===== config.mk =====
export PLATFORM = sky130hd
export DESIGN_NAME = gray_counter
export DESIGN_NICKNAME = d
export VERILOG_FILES = /design/src/rtl/gray_counter.sv
export SDC_FILE = /design/constraint.sdc
export NUM_CORES = 1
export LEC_CHECK = 0
export CORE_UTILIZATION = 44
export CTS_CLUSTER_DIAMETER = 40
export CTS_CLUSTER_SIZE = 24
export DETAILED_ROUTE_END_ITERATION = 12
export GPL_TIMING_DRIVEN = 0
export HOLD_SLACK_MARGIN = 0.03
export PLACE_DENSITY_LB_ADDON = 0.3
export SYNTH_ARGS = -nofsm -noshare
export SYNTH_HDL_FRONTEND = slang
export SYNTH_SLANG_ARGS = --single-unit

===== constraint.sdc =====
create_clock -name clk -period 3.4 [get_ports clk]
set_input_delay 0.68 -clock clk [delete_from_list [all_inputs] [get_ports clk]]
set_output_delay 0.68 -clock clk [all_outputs]
set_load 0.02 [all_outputs]

===== src/rtl/gray_counter.sv =====
// Registered up/down counter holding a binary count and its Gray equivalent in lock-step.
// Gray output is registered for clean clock-domain crossing; gray_next_o is the look-ahead value.
module gray_counter #(
    parameter int unsigned             CNTR_WIDTH = 8,
    parameter logic [CNTR_WIDTH-1:0]   RESET_BIN  = '0
) (
    input  logic                  clk,
    input  logic                  reset,
    input  logic                  inc_i,
    input  logic                  dec_i,
    input  logic                  load_i,
    input  logic [CNTR_WIDTH-1:0] load_gray_i,
    output logic [CNTR_WIDTH-1:0] bin_o,
    output logic [CNTR_WIDTH-1:0] gray_o,
    output logic [CNTR_WIDTH-1:0] gray_next_o,
    output logic                  wrap_o
);

    localparam int unsigned W = CNTR_WIDTH;
    localparam logic [W-1:0] RESET_GRAY = RESET_BIN ^ (RESET_BIN >> 1);

    function automatic logic [W-1:0] bin_to_gray(input logic [W-1:0] b);
        return b ^ (b >> 1);
    endfunction

    // Prefix XOR from the MSB down.
    function automatic logic [W-1:0] gray_to_bin(input logic [W-1:0] g);
        logic [W-1:0] b;
        b        = '0;
        b[W-1]   = g[W-1];
        for (int i = int'(W) - 2; i >= 0; i--) begin
            b[i] = b[i+1] ^ g[i];
        end
        return b;
    endfunction

    logic [W-1:0] bin_q, bin_d;
    logic [W-1:0] gray_q, gray_d;
    logic         wrap_q, wrap_d;

    // Next-value selection: reset > load > inc > dec > hold.
    always_comb begin
        bin_d  = bin_q;
        wrap_d = 1'b0;
        if (reset) begin
            bin_d = RESET_BIN;
        end else if (load_i) begin
            bin_d = gray_to_bin(load_gray_i);
        end else if (inc_i && !dec_i) begin
            bin_d  = bin_q + W'(1);
            wrap_d = &bin_q;
        end else if (dec_i && !inc_i) begin
            bin_d  = bin_q - W'(1);
            wrap_d = (bin_q == '0);
        end
        gray_d = bin_to_gray(bin_d);
    end

    always_ff @(posedge clk) begin
        if (reset) begin
            bin_q  <= RESET_BIN;
            gray_q <= RESET_GRAY;
            wrap_q <= 1'b0;
        end else begin
            bin_q  <= bin_d;
            gray_q <= gray_d;
            wrap_q <= wrap_d;
        end
    end

    assign bin_o       = bin_q;
    assign gray_o      = gray_q;
    assign wrap_o      = wrap_q;
    assign gray_next_o = gray_d;

endmodule


======== Word-level counts from Yosys, hierarchy flattened ========
Index checks and enable logic that the tools add are counted.
word-level totals
  register bits ........................... 17
  input bits .............................. 13
  output and inout port bits .............. 25
operators by class
  add/sub/neg operators ................... 2
  mux-type cells .......................... 6
  bitwise gates (word level) .............. 8
  reductions and logical operators ........ 7
operators by type and width
  operator               number
  $mux W8                4
  $add A8 B1 Y8 const B  1
  $logic_not A8 Y1       1
  $reduce_and A8 Y1      1
  $sub A8 B1 Y8 const B  1
  $xor A8 B7 Y8          1
  $xor A1 B1 Y1          7
  $logic_and A1 B1 Y1    2
  $logic_not A1 Y1       2
  $mux W1                2
  $reduce_or A2 Y1       1

======== Longest topological paths before layout ========
  depth after elaboration ................. 10
  mapped depth ............................ 8
  depth with buffers taken out ............ 8

======== Worst setup path before layout ========
No wires, ideal clock.
  path kind ............................... in2out
  start point ............................. input port load_gray_i[6]
  end point ............................... output port gray_next_o[0]
  arrival ................................. 2386 ps
  data required time ...................... 2720 ps
  slack ................................... 334 ps
  cell stages on the path ................. 6
  cell sequence ........................... xnor2_1 -> xnor2_2 -> xnor3_1 -> xor2_1 -> a211oi_4 -> xor2_1
on the way
  longest elaborated chain between the ends .. 10
ends and longest elaborated chain
  element                         RTL line  source
  start, declared                 12        input logic [CNTR_WIDTH-1:0] load_gray_i,
  $xor A1 B1 Y1 (*) (6 in a row)  32        b[i] = b[i+1] ^ g[i];
  $xor A1 B1 Y1                   32
  $mux W8 (*)                     47        end else if (load_i) begin
  $mux W8 (*)                     45        if (reset) begin
  $xor A8 B7 Y8 (*)               23        return b ^ (b >> 1);
  end, declared                   15        output logic [CNTR_WIDTH-1:0] gray_next_o,
Mark *: on every way between the ends. The rest lies on a longest branch, timed or not.

======== Worst setup path after layout ========
  start point ............................. input port load_gray_i[4]
  end point ............................... output port gray_next_o[3]
on the way
  longest elaborated chain between the ends .. 5
ends and longest elaborated chain
  element            RTL line
  $xor A1 B1 Y1 (*)  32
  $xor A1 B1 Y1      32
  $mux W8 (*)        47
  $mux W8 (*)        45
  $xor A8 B7 Y8 (*)  23
Marked as above.

==> impl_metrics.py <==
metrics = {
    "run_status": {
        "status": "completed",
    },
    "sta": {
        "final.setup.worst_slack_ns": 0.160,
        "fmax_ghz": 0.309,
        "clock_skew_ns": 0.0103,
        "tightestPinTransition_ns": 0.565,
        "drv_slew": 0,
        "maxSlewHeadroom_pct": 62.3,
        "rsz0062_at_grt": "no",
        "setup_viol": 0,
        "tns_ns": 0,
        "finalCritPeriodShare_pct": 95.3,
        "hold_violations": 0,
        "period_minus_slack_ns": 3.24,
    },
    "clock_tree": {
        "cts_tree": "yes",
        "cts.htree.levels": 1,
        "path_clk_slew_ns": 0.11,
        "cts_buffer_depth": 2,
        "cts_root_buf": "clkbuf_4",
        "cts_made_buffers": 3,
        "clock_latency_ns": 0.30,
        "clock-sinks": 16,
    },
    "power_and_ir_drop": {
        "power_density_nw_per_um2": 502,
        "finalPower_w": 0.000819,
        "ir_worst_vdd_mv": 0.464,
        "p_leak_nw": 0.742,
    },
    "floorplanning": {
        "fp.dieW_um": 51.1,
        "initial_core_util_pct": 47.6,
        "io_pins": 38,
        "die-area_um2": 2610,
        "core_area_um2": 2230,
        "num_rows": 17,
        "die_h_um": 51.1,
    },
    "placed_design": {
        "gp_congestion": 0.823,
        "port-buffer-count": 36,
        "dp_hpwl_um": 1800,
        "pre_cts_ws_ns": -0.690,
    },
    "drt": {
        "drc_errors": 0,
        "wl_um": 2920,
        "dr.first_iter.drc_count": 47,
        "vias_per_cell": 5.50,
        "first_pass_iters": 4,
        "drtAntennaViolNets": 0,
        "post_drt_wl_per_cell_um": 14.8,
        "route.vias.total": 1083,
    },
    "synth": {
        "syn_area_um2": 1060,
        "synth-seq-area-share_pct": 30.2,
        "synth.most_common_cell": "dfxtp_1",
        "synth_top_cells_by_count": "dfxtp_1, xor2_1, nor2_1, xnor2_1, o22ai_1",
        "synth_area_per_cell_um2": 9.16,
        "synth_seq_cells": 16,
        "netlist_top_cells_area": "dfxtp_1, xor2_1, xnor2_1",
        "synth_area_leader_cell": "dfxtp_1",
        "netlist_instances": 116,
        "ys.flop_type": "dfxtp_1",
        "synth_top_area_share_pct": 30.2,
        "synth-warning-count": 0,
        "synthArstFlopShare_pct": 0,
        "synth_nets": 132,
        "synth-edff-count": 0,
        "synth.distinct_cells": 37,
    },
    "final_layout": {
        "drive_gt1_share_pct": 22.5,
        "finalNetCount": 187,
        "n_fill_cell": 151,
        "area_growth_pct": 53.5,
        "n_antenna_cell": 0,
    },
    "grt": {
        "grt_use_met1_pct": 28.8,
        "use_met2_pct": 42.5,
        "grt_pass1_vias": 1005,
        "antenna_found_initial": 0,
        "grt_use_total_pct": 24.4,
        "busiest_layer": "met2",
        "met3_usage_pct": 5.06,
        "grt_max_degree": 11,
        "globalRoute.totalOverflow": 0,
        "grt_pass1_wl_um": 4660,
    },
    "worst_setup_path": {
        "end_kind": "output port",
        "crit_fanout": 3,
        "critPathTopFamily": "buffers and inverters",
        "required_ns": 2.72,
        "crit_buf_inv": 5,
        "r2r-end": "gray_o[4]$_SDFF_PP0_",
        "crit_chain": "dlygate4sd2_1 > xor2_2 > buf_4 > buf_4 > buf_4 > xnor2_1 > mux2i_1 > nor2_2 > xor2_1 > clkdlybuf4s15_2",
        "critPathKind": "in -> out",
        "r2r-start": "bin_o[2]$_SDFF_PP0_",
        "cp-startpoint": "load_gray_i[4]",
        "start_kind": "primary input",
        "max_stage_delay_ns": 0.30,
        "worstPathArrival_ns": 2.56,
        "worst_path_max_delay_cell": "dlygate4sd2_1",
        "rr_worst_depth": 8,
        "path_depth": 10,
        "crit_top_cell": "buf_4",
        "rrSetupSlack_ns": 1.32,
    },
    "flow_run": {
        "drv_cap": 0,
    },
    "min_path": {
        "hp-class": "reg -> reg",
        "hold_end": "wrap_o$_SDFF_PP0_",
        "min_from": "bin_o[7]$_SDFF_PP0_",
        "min_path_cells": 2,
    },
}
worst register-to-register path, cell delays in order, from the launching register on:
cell and delay (ns):
dfxtp_1 0.33, clkbuf_1 0.21, nor3b_4 0.29, nand3_1 0.12
and3_1 0.22, or3_1 0.34, a21oi_2 0.18, buf_4 0.15
xor2_1 0.16
registers in the layout, summed over array words and instances, names as in the netlist:
name    cells
bin_o       8
gray_o      7
wrap_o      1
stage by stage:
stage	instances	instance area (um^2)	hold slack, ns	util, %
2_1_floorplan	116	1060	0.624	-
3_3_place_gp	180	1460	0.560	65.3
3_5_place_dp	180	1460	0.570	65.3
4_1_cts	195	1590	0.576	71.2
5_1_grt	197	1630	0.631	73.0
6_report	197	1630	0.570	73.0
per-layer routing:
metal	wire (um)	part of all wire, %
met2	1460	50
met5	0	0
met4	83	2.8
met1	1190	41
met3	189	6.5
where the power goes:
part	leakage, nW	switching, W	internal, W
Sequential	0.133	0.0000271	0.000224
Combinational	0.595	0.000239	0.000220
Clock	0.0138	0.0000671	0.0000413
worst max path at each step:
stage                     slack [ns]             end
final                           0.16  gray_next_o[3]
after detailed placement       -0.69  gray_next_o[0]
after global routing            0.07  gray_next_o[5]
after global placement         -0.67  gray_next_o[0]
after floorplan                 0.33  gray_next_o[0]
after CTS                      -0.04  gray_next_o[0]
area by class of cell:
type                       count  area, um^2  share of cell area (%)
tap                           28        35.0                    2.15
inverter                       5        18.8                    1.15
sequential                    16         320                    19.6
buffer                         7        33.8                    2.07
timing repair buffer          50         462                    28.3
multi-input combinational     88         738                    45.3
clock buffer                   3        22.5                    1.38
cells by family (layout without fill, tap and decap cells):
kind of cell	count (synthesis)	in the layout	synth area share, %
buf+inv	12	65	4.95
xor+xnor	27	27	25.7
flops	16	16	30.2
compound gates	17	17	12.7
simple gates	37	37	19.2
fa+ha+maj	3	3	3.53
mux	4	4	3.77
layout by cell type (no fill, tap or decap), types with 4 or more instances in the layout:
cell type         n
clkbuf_1          5
dlygate4sd2_1     6
xnor2_1           7
mux2i_1           4
clkdlybuf4s50_1  21
dfxtp_1          16
dlymetal6s2s_1    4
nor2_1            9
o22ai_1           7
buf_4            16
inv_1             5
nand2_1           5
nor2b_1           4
xor2_1           14
repair_timing:
| item | 4_1_cts | 5_1_grt |
|---|---|---|
| gates resized for setup | 33 | 6 |
| hold buffers | 0 | 0 |
| pin swaps | 10 | 5 |
| setup endpoints to repair | 8 | 5 |
| buffers inserted | 12 | 2 |
Note: power is estimated with default switching activity, not from simulation.
